==> config.mk <==
export PLATFORM = sky130hd
export DESIGN_NAME = m706_tty_rx
export DESIGN_NICKNAME = d
export VERILOG_FILES = /design/src/rtl/m706_pkg.sv /design/src/rtl/tty_bit_timer.sv /design/src/rtl/m706_tty_rx.sv
export SDC_FILE = /design/constraint.sdc
export NUM_CORES = 1
export LEC_CHECK = 0
export CORE_ASPECT_RATIO = 0.8
export CORE_MARGIN = 2
export CORE_UTILIZATION = 55
export CTS_CLUSTER_DIAMETER = 30
export DETAILED_ROUTE_END_ITERATION = 6
export PLACE_DENSITY = 0.91
export SLEW_MARGIN = 30
export SYNTH_ARGS = -nofsm -noshare
export SYNTH_HDL_FRONTEND = slang
export SYNTH_SLANG_ARGS = --single-unit
export TNS_END_PERCENT = 5
==> constraint.sdc <==
create_clock -name clk -period 3.5 [get_ports clk]
set_clock_uncertainty 0.05 [all_clocks]
set_input_delay 0.35 -clock clk [delete_from_list [all_inputs] [get_ports clk]]
set_output_delay 0.35 -clock clk [all_outputs]
set_load 0.005 [all_outputs]
==> src/rtl/m706_pkg.sv <==
// Shared definitions for the m706 console teletype receiver.
//   rx_state_t      receiver FSM states
//   IOP_*           IOP pulse bit positions used by the IOT decode
//   DEF_*           default frame geometry
package m706_pkg;

  typedef enum logic [1:0] {
    IDLE  = 2'd0,
    START = 2'd1,
    DATA  = 2'd2,
    STOP  = 2'd3
  } rx_state_t;

  localparam int IOP_SKIP = 1;  // KSF
  localparam int IOP_CLR  = 2;  // KCC
  localparam int IOP_READ = 4;  // KRS

  localparam int DEF_DATA_BITS  = 8;
  localparam int DEF_OVERSAMPLE = 8;

endpackage

==> src/rtl/tty_bit_timer.sv <==
// Oversampling bit timer for the teletype serial paths.
// A log2(OVERSAMPLE)-bit counter advanced only on baud ticks, with two strobes:
//   mid_stb  fires on the tick that brings the count to OVERSAMPLE/2-1 (start-bit centre)
//   end_stb  fires on the tick taken at count OVERSAMPLE-1 (one full bit time)
// Ports:
//   clk, rst_n   clock, asynchronous active-low reset
//   tick         1-clk baud enable
//   clr          on a tick, load the counter with 0 instead of advancing
//   mid_stb      mid-start-bit strobe (tick qualified)
//   end_stb      end-of-bit strobe (tick qualified)
module tty_bit_timer #(
  parameter int OVERSAMPLE = 8
) (
  input  logic clk,
  input  logic rst_n,
  input  logic tick,
  input  logic clr,
  output logic mid_stb,
  output logic end_stb
);

  localparam int CW = $clog2(OVERSAMPLE);
  localparam logic [CW-1:0] CNT_LAST    = CW'(OVERSAMPLE - 1);
  localparam logic [CW-1:0] CNT_PRE_MID = CW'(OVERSAMPLE / 2 - 2);

  logic [CW-1:0] cnt_q, cnt_d;

  always_comb begin
    cnt_d = cnt_q;
    if (tick) begin
      cnt_d = clr ? '0 : cnt_q + CW'(1);  // natural wrap at OVERSAMPLE
    end
  end

  always_ff @(posedge clk or negedge rst_n) begin
    if (!rst_n) begin
      cnt_q <= '0;
    end else begin
      cnt_q <= cnt_d;
    end
  end

  assign mid_stb = tick & (cnt_q == CNT_PRE_MID);
  assign end_stb = tick & (cnt_q == CNT_LAST);

endmodule

==> src/rtl/m706_tty_rx.sv <==
// Console teletype receiver (keyboard/reader, device 03).
// Deserialises the async current-loop line into a buffer, raises the keyboard
// flag, decodes KSF/KCC/KRS/KRB and drives the reader-run relay.
// Optional feature macro: M706_FRAMING_ERR_EN (stop-bit framing error flag).
// Ports:
//   clk          system clock
//   io_clr_n     asynchronous active-low IO/power clear
//   baud_tick    1-clk enable at OVERSAMPLE x bit rate
//   serial_in    line state, 1 = mark/idle (asynchronous)
//   dev_sel      device 03 selected, IOT in progress
//   iop1/2/4     IOP pulses
//   skip         PC skip request (KSF)
//   ac_clr       AC clear request (KCC)
//   data_oe      data_out onto AC bus (KRS)
//   data_out     receive buffer
//   flag         keyboard flag
//   reader_run   reader relay enable
//   framing_err  stop bit received as space (0 unless M706_FRAMING_ERR_EN)
module m706_tty_rx
  import m706_pkg::*;
#(
  parameter int DATA_BITS  = DEF_DATA_BITS,
  parameter int OVERSAMPLE = DEF_OVERSAMPLE
) (
  input  logic                 clk,
  input  logic                 io_clr_n,
  input  logic                 baud_tick,
  input  logic                 serial_in,
  input  logic                 dev_sel,
  input  logic                 iop1,
  input  logic                 iop2,
  input  logic                 iop4,
  output logic                 skip,
  output logic                 ac_clr,
  output logic                 data_oe,
  output logic [DATA_BITS-1:0] data_out,
  output logic                 flag,
  output logic                 reader_run,
  output logic                 framing_err
);

  localparam int BW = $clog2(DATA_BITS);
  localparam logic [BW-1:0] BITN_LAST = BW'(DATA_BITS - 1);

  // 2-FF synchroniser, reset to mark so a cleared line looks idle
  logic sync1_q, sync2_q;
  logic rxd;

  always_ff @(posedge clk or negedge io_clr_n) begin
    if (!io_clr_n) begin
      sync1_q <= 1'b1;
      sync2_q <= 1'b1;
    end else begin
      sync1_q <= serial_in;
      sync2_q <= sync1_q;
    end
  end

  assign rxd = sync2_q;

  rx_state_t            state_q, state_d;
  logic [BW-1:0]        bitn_q, bitn_d;
  logic [DATA_BITS-1:0] shreg_q, shreg_d;
  logic [DATA_BITS-1:0] buf_q, buf_d;
  logic                 flag_q, flag_d;
  logic                 rrun_q, rrun_d;

  logic kcc;
  logic start_det;
  logic char_done;
  logic timer_clr;
  logic mid_stb, end_stb;

  assign kcc       = dev_sel & iop2;
  assign start_det = baud_tick & (state_q == IDLE) & ~rxd;
  assign char_done = (state_q == STOP) & end_stb;
  // Counter is held at 0 while idle and restarted at the start-bit centre so
  // every later end strobe lands in the middle of a bit cell.
  assign timer_clr = (state_q == IDLE) | ((state_q == START) & mid_stb);

  tty_bit_timer #(
    .OVERSAMPLE(OVERSAMPLE)
  ) u_timer (
    .clk    (clk),
    .rst_n  (io_clr_n),
    .tick   (baud_tick),
    .clr    (timer_clr),
    .mid_stb(mid_stb),
    .end_stb(end_stb)
  );

  always_comb begin
    state_d = state_q;
    bitn_d  = bitn_q;
    shreg_d = shreg_q;
    buf_d   = buf_q;
    case (state_q)
      IDLE: begin
        if (start_det) state_d = START;
      end
      START: begin
        if (mid_stb) begin
          state_d = rxd ? IDLE : DATA;  // high at centre: glitch, re-arm
          bitn_d  = '0;
        end
      end
      DATA: begin
        if (end_stb) begin
          shreg_d = {rxd, shreg_q[DATA_BITS-1:1]};  // LSB first
          bitn_d  = bitn_q + BW'(1);
          if (bitn_q == BITN_LAST) state_d = STOP;
        end
      end
      STOP: begin
        // Load at the stop-bit centre; no wait for the end of the stop bit.
        if (end_stb) begin
          buf_d   = shreg_q;
          state_d = IDLE;
        end
      end
      default: state_d = IDLE;
    endcase
  end

  // Completion beats a coincident KCC so the new character is never lost.
  assign flag_d = char_done ? 1'b1 : (kcc ? 1'b0 : flag_q);
  // A fresh start bit drops the reader relay even if KCC asks for a step.
  assign rrun_d = start_det ? 1'b0 : (kcc ? 1'b1 : rrun_q);

  always_ff @(posedge clk or negedge io_clr_n) begin
    if (!io_clr_n) begin
      state_q <= IDLE;
      bitn_q  <= '0;
      shreg_q <= '0;
      buf_q   <= '0;
      flag_q  <= 1'b0;
      rrun_q  <= 1'b0;
    end else begin
      state_q <= state_d;
      bitn_q  <= bitn_d;
      shreg_q <= shreg_d;
      buf_q   <= buf_d;
      flag_q  <= flag_d;
      rrun_q  <= rrun_d;
    end
  end

`ifdef M706_FRAMING_ERR_EN
  logic ferr_q, ferr_d;

  assign ferr_d = (char_done & ~rxd) ? 1'b1 : (kcc ? 1'b0 : ferr_q);

  always_ff @(posedge clk or negedge io_clr_n) begin
    if (!io_clr_n) begin
      ferr_q <= 1'b0;
    end else begin
      ferr_q <= ferr_d;
    end
  end

  assign framing_err = ferr_q;
`else
  assign framing_err = 1'b0;
`endif

  assign skip       = dev_sel & iop1 & flag_q;
  assign ac_clr     = kcc;
  assign data_oe    = dev_sel & iop4;
  assign data_out   = buf_q;
  assign flag       = flag_q;
  assign reader_run = rrun_q;

endmodule

# Word level (Yosys, flattened, before mapping)
# Index checks and enable logic that the tools add are counted.
# word_totals
register_bits,28
out_inout_bits,14
# op_classes
addsub,2
n_eq_ne,11
mux,15
n_bitwise,12
n_reduce_logical,8
# ops
operator,count
$mux W2,6
$and A1 B1 Y1,10
$ne A2 B2 Y1 const B,5
$mux W3,3
$pmux W2 S4,1
$add A3 B1 Y3 const B,2
$eq A3 B3 Y1 const B,2
$pmux W3 S2,1
$reduce_bool A2 Y1,3
$reduce_and A5 Y1,1
$eq A2 B2 Y1 const B,2
$mux W1,4
$reduce_and A2 Y1,2
$eq A3 B2 Y1 const B,1
$reduce_and A3 Y1,1
$eq A2 B1 Y1 const B,1
$logic_not A2 Y1,1
$not A1 Y1,1
$or A1 B1 Y1,1

# Logic depth before layout (Yosys ltp)
# logic_depth
ltp_word,5
depth_mapped,5
mapped_depth_nobuf,5

# Modules after synthesis
# Synthesis repeated with hierarchy kept, for this count alone.
# unflattened
cells_unflattened,94
hier_area_um2,1280.0
# by_module_without_submodules
module,n_inst,cells_per_inst,area_per_inst_um2,seq_area_each_um2
m706_tty_rx,1,78,1103.6,628.1
tty_bit_timer,1,16,176.4,75.1

# Worst setup path before layout
# Ideal clock, no wire load.
# synth_path
path_type,flip-flop to flip-flop
start,register u_timer.cnt_q[0]
end,register state_q[0]
arrival_time_ns,1.363
required_time_ns,3.322
slack_ns,1.959
stages_incl_launch_ff,6
n_path_buf,0
path_cell_list,dfrtp_1 -> ha_1 -> ha_1 -> a21boi_1 -> o211ai_2 -> mux2_1
# synth_between
elab_chain_len,4
# synth_rtl
item,line_no,text
start: declaration,tty_bit_timer.sv:26,"logic [CW-1:0] cnt_q, cnt_d;"
start signal: assignment,tty_bit_timer.sv:39,cnt_q <= cnt_d;
$eq A3 B3 Y1 / $eq A3 B2 Y1 (equally long branches),"tty_bit_timer.sv:44, tty_bit_timer.sv:43",
$and A1 B1 Y1 (on tied branches),"tty_bit_timer.sv:44, tty_bit_timer.sv:43",
$ne A2 B2 Y1 (no line),n/a,
$reduce_and A5 Y1 (no line) *,n/a,
end signal: assignment,m706_tty_rx.sv:139,state_q <= state_d;
end: declaration,m706_tty_rx.sv:61,"rx_state_t state_q, state_d;"
# Mark *: on every way between the ends. The rest lies on a longest branch, timed or not.
# A chain may end at the register's enable or synchronous reset.

# Worst setup path in the final report
# layout_path
start,input dev_sel
end,output ac_clr
# layout_between
elab_chain_len,1
# layout_rtl
item,line_no,text
start: declaration,m706_tty_rx.sv:29,"input logic dev_sel,"
$and A1 B1 Y1,m706_tty_rx.sv:74,assign kcc = dev_sel & iop2;
end: declaration,m706_tty_rx.sv:34,"output logic ac_clr,"
# No other way between the ends.

==> metrics <==
Nets=131; setup_tns=0 ns; max cap viols=0; CP endpoint kind=output pin; boundary pin count=22; DP Worst Slack=1.354 ns; Core Area=2177 sq um; filler instances=158; CTS tree=done; total power draw=0.8527 mW; final instance area=1538 sq um; status=complete, no violations; largest area contributor in the netlist=dfrtp_1; routed via count=772; syn_nets=109; grt peak-use layer=met2; Rel. slew slack=0.6517; CTS Hold Buffers Added=0; arrival time at the worst endpoint=1.52 ns; placed cell count=138; placed cell area=1485 sq um; f_max=0.5199 GHz; Yosys warnings=0; layout cell share with drive strength beyond 1=0.2564; Final WS setup=1.577 ns; clock-pin slew on the worst setup and hold paths=0.14 ns; global-route track usage on met1=0.2154; Initial DRT Pass Iterations=4; chip height=47.04 microns; Hold Vio Cnt, Final=0; non-filler cells in the finished layout=142; Post-CTS Setup Inserts=0; element type at the critical path start=input pin; Layout area overhead=20.73%; period utilization=0.5496; row cnt=15; DPL Wire Length=1.567 mm; Layout Utilization=0.7063; sequential share of the synthesized area=0.5521; GR Util All Layers=0.1717; P_leak=0.7539 nW; crit path time final=1.923 ns; antenna cells=0; Cells after Synth=96; Initial Utilization=0.5851; Max FO, Critical Path=3; commonest non-fill, non-tap cells in the layout=dfrtp_1 (26), clkdlybuf4s50_1 (20), mux2_2 (17); Sink Count=28; number of global-route vias before repair=749; via/cell ratio=5.437; Detailed Route WL=2.038 mm; gpl congestion=0.8087; met3 Usage GRT=0.05510; maximum vdd drop=0.0006068 V; global route overflow=0; P per Cell Area=554.5 nW/um^2; Worst-Skew Late Latency=0.32 ns; first-pass GRT wire length=3.401 mm; synthesized area=1274 sq um; worst hold margin=0.3182 ns; RSZ-0062 raised after global routing=false; Setup Viol. Count Final=0; top cells by area, synth=dfrtp_1 (51%), mux2_2 (15%), ha_1 (4.9%); Num CTS Buffers=3; die width=57.81 microns; Detailed Route Iter0 Violations=12; top-area cell type share of the netlist area=0.5108; antenna violations before repair=0; flop and latch count out of synthesis=28; pin count of the biggest net entering global routing=29; drt drc=0; Root Buffer=clkbuf_4; antenna-violating nets left=0; worst min path class=reg2reg; CP Data Required Time=3.10 ns; commonest non-fill, non-tap cell in the layout=dfrtp_1; met2 Use GR=0.3045; post_cts resized=0; Die Area=2719 sq um; Mean Syn Cell Area=13.27 sq um; Worst Tran Pin Value=0.5208 ns; post-synthesis cell type count=32; fin. max-slew vios=0; Setup CP Type=in2out; H-tree levels=1; clock buffer depth=2; port buffer count=20; routed len/inst=14.35 microns
-- cells by family (layout without fill, tap and decap cells) --
logic type / after synthesis / after routing / synth area share
AOI/OAI and AO/OA: 12 / 12 / 0.06779
adders and majority gates: 5 / 5 / 0.04912
buffers and inverters: 9 / 30 / 0.03634
DFF: 28 / 28 / 0.5521
muxes: 20 / 20 / 0.1748
other: 1 / 1 / 0.002944
and+or+nand+nor: 21 / 21 / 0.1169
-- per-layer routing --
metal | part of all wire | vias to the layer above | routed length [microns]
met5 | 0 | - | 0
met4 | 0 | 0 | 0
met3 | 0.059 | 0 | 120
met2 | 0.49 | 18 | 1000
met1 | 0.45 | 376 | 918
li1 | - | 378 | -
-- registers in the layout, indices dropped and copies added, names as in the netlist, named ones only --
| name | flops |
|---|---|
| bitn_q | 3 |
| rxd | 1 |
| data_out | 8 |
| reader_run | 1 |
| u_timer.cnt_q | 3 |
| sync1_q | 1 |
| flag | 1 |
| state_q | 1 |
| shreg_q | 8 |
-- final timing paths --
path | startpoint | to | slack (ns) | depth (start not counted)
min | sync1_q$_DFF_PN1_ | rxd$_DFF_PN1_ | 0.32 | 0
min reg2reg | sync1_q$_DFF_PN1_ | rxd$_DFF_PN1_ | 0.32 | 0
max in group asynchronous | io_clr_n | sync1_q$_DFF_PN1_ | 2.76 | 2
max | dev_sel | ac_clr | 1.58 | 3
min in group asynchronous | io_clr_n | shreg_q[7]$_DFFE_PN0P_ | 0.34 | 2
max reg2reg | u_timer.cnt_q[1]$_DFFE_PN0P_ | data_out[0]$_DFFE_PN0P_ | 1.75 | 4
-- synth_stat cells, drive strengths merged --
| cell type | count |
|---|---|
| a21boi | 1 |
| a21oi | 2 |
| a22o | 1 |
| and2 | 2 |
| and3 | 2 |
| and3b | 2 |
| and4bb | 1 |
| buf | 4 |
| conb | 1 |
| dfrtp | 26 |
| dfstp | 2 |
| ha | 5 |
| inv | 5 |
| mux2 | 18 |
| mux2i | 2 |
| nand2 | 2 |
| nand2b | 5 |
| nand3 | 1 |
| nand4 | 2 |
| nor2 | 1 |
| nor2b | 1 |
| nor3 | 1 |
| o211ai | 1 |
| o21a | 1 |
| o21ai | 4 |
| o22ai | 1 |
| o32a | 1 |
| or3b | 1 |
-- worst max-delay path, stage by stage --
cell and delay (ns):
clkdlybuf4s50_1 0.48, and2_1 0.17, clkdlybuf4s50_1 0.52
-- area by class of cell --
type                            instances  area (sq um)  share of cell area
Sequential cell                        28         703.2              0.4573
Multi-Input combinational cell         59         524.3              0.3409
Timing Repair Buffer                   21         207.7              0.1351
Tap cell                               25         31.28             0.02034
Clock inverter                          1         30.03             0.01953
Clock buffer                            3         22.52             0.01465
Inverter                                5         18.77             0.01221
-- power by group --
part	switching [mW]	internal, mW	total (mW)
Clock	0.0865	0.116	0.202
Combinational	0.0922	0.118	0.210
Sequential	0.0620	0.379	0.441
Total	0.241	0.612	0.853
No activity file was read; power rests on OpenSTA's default activity.
==> variant 1, RTL diff (same flow settings) <==
Set the package constant `DEF_OVERSAMPLE` to 4 (it was 8).
--- a/src/rtl/m706_pkg.sv
+++ b/src/rtl/m706_pkg.sv
@@ -18,3 +18,3 @@
   localparam int DEF_DATA_BITS  = 8;
-  localparam int DEF_OVERSAMPLE = 8;
+  localparam int DEF_OVERSAMPLE = 4;
 
Check against the original RTL: not equivalent (Yosys sat finds a counterexample within 10 cycles, from zero or initial values).
==> variant 1 against the original RTL <==
- setup slack got worse by 11 ps
- cell area shrank 7.2%
- sequential cell count down 1
- synthesized area shrank 5.4%
- total power is 6.2% lower
- via count shrank 4.8%
- non-clock buffer count stayed put
- routed wire length grew 1.3%
- critical endpoint unchanged
==> variant 1: results (changes against the original RTL) <==
- First-iteration detailed-routing DRC count: 8 (was 12)
- Detailed placer's ending HPWL: 1.52 mm (was 1.57 mm)
- Worst path max stage delay: 510 ps
- Initial antenna violation count: 0 (unchanged)
- Largest net degree at the start of global routing: 28 (was 29)
- Antenna diode count: 0 (unchanged)
- Async SR Flop Fraction: 1.00 (unchanged)
- Global placement routability congestion: 0.791 (was 0.809)
- Class of the most critical hold timing path: reg -> reg (unchanged)
- Average vias per placed instance: 5.57 (was 5.44)
- Worst-path maximum fanout: 3 (unchanged)
- Buffer type at the clock tree root: clkbuf_4 (unchanged)
- Synthesized-area fraction occupied by adder cells: 0.0415 (was 0.0491)
- Average cell area after synthesis: 13.8 um2 (was 13.3 um2)
- Global-route wire length before repair: 3.52 mm (was 3.40 mm)
- Count of cell types in the netlist: 28 (was 32)
- Share of cells above drive strength 1: 0.271 (was 0.256)
- Worst IR Drop VDD: 371 uV (was 607 uV)
- Data arrival time of the critical path: roughly 1500 ps
- Overall fraction of global-route tracks in use: 0.187 (was 0.172)
- Mapped Nets: 99 (was 109)
- Number of buffers on the longest clock path: 2 (unchanged)
- Kind of cell with the highest combined delay on the critical path: buffers and inverters (unchanged)
- Instance count after placement with tap cells included: 127 (was 138)
- Clock buffers created by TritonCTS: 3 (unchanged)
- DP Worst Slack: 1570 ps (was 1350 ps)
- Layout net count: 120 (was 131)
- Commonest cells in the netlist: 25 x dfrtp_1, 10 x mux2_2, 6 x inv_1, 6 x mux2_4 (was 26 x dfrtp_1, 17 x mux2_2, 5 x ha_1, 5 x inv_1, 5 x nand2b_1)
- Xor and xnor area share after synthesis: 0 (unchanged)
- Post-synthesis sequential area ratio: 0.563 (was 0.552)
- Register clock-pin slew on the reported worst setup and hold paths: approximately 150 ps
- Leak Pwr: 0.710 nW (was 0.754 nW)
- Dominant cells by area after synthesis: dfrtp_1 52%, mux2_2 9.3%, mux2_4 7.5% (was dfrtp_1 51%, mux2_2 15%, ha_1 4.9%)
- Clock latency on the worst-skew pair: 340 ps (was 320 ps)
- Vias in the first global route: 729 (was 749)
- Depth of the CTS H-tree: 1 (unchanged)
- Number of synthesis warnings: 0 (unchanged)
- Outcome: complete, no violations (unchanged)
- Max-slew headroom at the worst pin: 0.619 (was 0.652)
- Area fraction in compound gates after synthesis: 0.0633 (was 0.0678)
- Post-placement cell area: 1390 um2 (was 1490 um2)
- Routed wire length: 2.06 mm (was 2.04 mm)
- Average wire length per cell after detail routing: 15.6 um (was 14.4 um)
- Proportion of synthesized area in mux cells: 0.177 (was 0.175)
- Number of search-and-repair iterations in the first detailed-routing pass: 2 (was 4)
variant 1: cell count changes after synthesis, sizes merged, moves of 2 or more:
cell	unedited run	this run
a31oi	0	2
a31o	0	2
nand4b	0	2
mux2	18	16
and3b	2	0
nand2b	5	0
variant 1: what timing repair did:
action,in CTS,in global routing
hold buffers,1,0
hold endpoints to repair,25,0
gates resized for setup,0,0
variant 1: final timing paths:
path,start,end,slack [ps],cells after the start
setup / recovery,dev_sel,ac_clr,1570,3
hold / removal,sync1_q$_DFF_PN1_,rxd$_DFF_PN1_,350,0
setup reg to reg,u_timer.cnt_q[0]$_DFFE_PN0P_,bitn_q[1]$_DFFE_PN0P_,1880,4
hold reg to reg,sync1_q$_DFF_PN1_,rxd$_DFF_PN1_,350,0
max in group asynchronous,io_clr_n,rxd$_DFF_PN1_,2530,2
min in group asynchronous,io_clr_n,state_q[0]$_DFFE_PN0P_,470,2
variant 1: cell type report:
class	instances	area [um2]
clock buffer	3	22.5
clock inverter	1	5.00
fill	147	694
inverter	6	22.5
multi-input combinational	49	462
sequential	27	678
tap	25	31.3
timing repair buffer	21	205
variant 1: where the power goes:
part | switching (W) | total, W | internal, W
registers | 0.0000732 | 0.000450 | 0.000377
logic | 0.0000906 | 0.000217 | 0.000126
clock network | 0.0000902 | 0.000133 | 0.0000430
total | 0.000254 | 0.000800 | 0.000546
variant 1: kinds of logic after synthesis:
| logic type | after synthesis |
|---|---|
| fa+ha+maj | 4 |
| simple gates | 15 |
| mux | 17 |
| compound gates | 12 |
| other cells | 1 |
| flops | 27 |
| buf+inv | 11 |
variant 1: layer usage:
layer	wire, um	up-vias	global-route usage	part of all wire
met2	970	21	0.322	0.47
met3	114	5	0.0710	0.055
met1	951	367	0.227	0.46
met5	0	-	0	0
met4	27	0	0.0476	0.013
li1	-	342	-	-
==> variant 2, RTL diff (same flow settings) <==
Made on the original files. Encoding of `rx_state_t`: now Gray code (2 bits for 4 states).
--- a/src/rtl/m706_pkg.sv
+++ b/src/rtl/m706_pkg.sv
@@ -7,6 +7,6 @@
   typedef enum logic [1:0] {
-    IDLE  = 2'd0,
-    START = 2'd1,
-    DATA  = 2'd2,
-    STOP  = 2'd3
+    IDLE  = 2'b00,
+    START = 2'b01,
+    DATA  = 2'b11,
+    STOP  = 2'b10
   } rx_state_t;
Formal check against the unedited RTL: no difference found for any inputs over 10 cycles, from zero or initial values; not proved beyond that.
==> variant 2 against the original RTL <==
- combinational power shrank 43%
- count of clock-buffer cells in the layout stayed put
- setup slack worse by 9.7 ps
- synthesized area fell by 1.8%
- routed wire length up 10%
- total power is 16% lower
- sequential cell count is the same
- cell area decreased by 2.3%
==> variant 2: results (changes against the original RTL) <==
- Largest net degree at the start of global routing: 28 (was 29)
- Routed length on met3: 126 um (was 120 um)
- Highest metal layer with signal wires: met4 (was met3)
- Fillcell total: 133 (was 158)
- Vias: 841 (was 772)
- Average vias per placed instance: 5.43 (was 5.44)
- Worst IR Drop VDD: 398 uV (was 607 uV)
- Outcome: complete, no violations (unchanged)
- Power attributed to combinational cells: 0.000120 W (was 0.000210 W)
- Register-to-Register Setup Slack: 1570 ps (was 1750 ps)
- Vias in the first global route: 792 (was 749)
- Area fraction in compound gates after synthesis: 0.0800 (was 0.0678)
- Count of cell types in the netlist: 28 (was 32)
- Detail Route met2 WL: 1.04 mm (was 1.00 mm)
- Wire length on met1: 1.04 mm (was 918 um)
- Critical-path top delay cell: or3_1 (was clkdlybuf4s50_1)
- Worst reg2reg path endpoint: data_out[2]$_DFFE_PN0P_ (was data_out[0]$_DFFE_PN0P_)
- Data arrival time of the critical path: 2120 ps (was 1520 ps)
- Instance count after placement with tap cells included: 150 (was 138)
- Post-synthesis sequential area ratio: 0.562 (was 0.552)
- Share of cells above drive strength 1: 0.138 (was 0.256)
- Average cell area after synthesis: 11.4 um2 (was 13.3 um2)
- Antenna diode count: 0 (unchanged)
- Worst-path maximum fanout: 9 (was 3)
- Leak Pwr: 0.765 nW (was 0.754 nW)
- Dominant cells by area after synthesis: dfrtp_1 52%, mux2_4 9.6%, nand2_1 8.1% (was dfrtp_1 51%, mux2_2 15%, ha_1 4.9%)
- Layout net count: 144 (was 131)
- Transition time of the tightest slew-check pin: 582 ps (was 521 ps)
- Commonest cells in the netlist: 27 x nand2_1, 26 x dfrtp_1, 8 x mux2_4 (was 26 x dfrtp_1, 17 x mux2_2, 5 x ha_1, 5 x inv_1, 5 x nand2b_1)
- Global-route wire length before repair: 3.68 mm (was 3.40 mm)
- First-iteration detailed-routing DRC count: 20 (was 12)
- Cts hold-fix bufs: 1 (was 0)
- Synthesized-area fraction occupied by adder cells: 0.0500 (was 0.0491)
- Mapped Nets: 123 (was 109)
- Total net switching power: 0.000186 W (was 0.000241 W)
- Global placement routability congestion: 0.913 (was 0.809)
- Clock network power share: 0.288 (was 0.237)
- Count of cells along the worst register-to-register path: 5 (was 4)
- Overall fraction of global-route tracks in use: 0.185 (was 0.172)
- Worst path max stage delay: 540 ps (was 520 ps)
- Kind of cell with the highest combined delay on the critical path: simple AND/OR/NAND/NOR gates (was buffers and inverters)
- Proportion of synthesized area in mux cells: 0.113 (was 0.175)
- Launch point of the worst reg-to-reg path: u_timer.cnt_q[0]$_DFFE_PN0P_ (was u_timer.cnt_q[1]$_DFFE_PN0P_)
-- variant 2: cell count changes after synthesis, moves of 3 or more --
cell,unedited run,this run
mux2_2,17,1
mux2_4,0,8
nand2_1,2,27
a21oi_1,2,5
nand2b_1,5,2
-- variant 2: final cells by class --
cell class,instances,area (um2),area share
sequential,28,703,0.468
multi-input combinational,72,488,0.325
timing repair buffer,22,213,0.142
tap,25,31.3,0.0208
clock inverter,1,30.0,0.0200
clock buffer,3,22.5,0.0150
inverter,4,15.0,0.00999
-- variant 2: per-layer routing --
metal,vias up,global-route usage
li1,407,-
met1,392,0.252
met2,36,0.287
met3,6,0.0506
met4,0,0.0698
met5,-,0
-- variant 2: how the worst max path moves through the flow --
stage                                            start                 endpoint  slack, ps  cells past startpoint
final                     u_timer.cnt_q[0]$_DFFE_PN0P_  data_out[2]$_DFFE_PN0P_       1570                      5
after detailed placement                     baud_tick  data_out[2]$_DFFE_PN0P_       1320                      4
after global routing      u_timer.cnt_q[0]$_DFFE_PN0P_  data_out[2]$_DFFE_PN0P_       1460                      5
after floorplan           u_timer.cnt_q[0]$_DFFE_PN0P_  data_out[0]$_DFFE_PN0P_       1830                      6
after CTS                 u_timer.cnt_q[1]$_DFFE_PN0P_  data_out[2]$_DFFE_PN0P_       1570                      5
after global placement                       baud_tick  data_out[5]$_DFFE_PN0P_       1410                      4
-- variant 2: per-stage QoR --
stage / hold slack [ps] / utilization / area [um2] / setup WS, ps / power, W
final: 316 / 0.696 / 1500 / 1570 / 0.000716
after global routing: 318 / 0.696 / 1500 / 1460 / 0.000764
after CTS: 316 / 0.696 / 1500 / 1570 / 0.000721
after detailed placement: 297 / 0.667 / 1440 / 1320 / 0.000514
after global placement: 297 / 0.670 / 1450 / 1410 / 0.000503
after floorplan: 4.41 / - / 1250 / 1830 / 0.000471
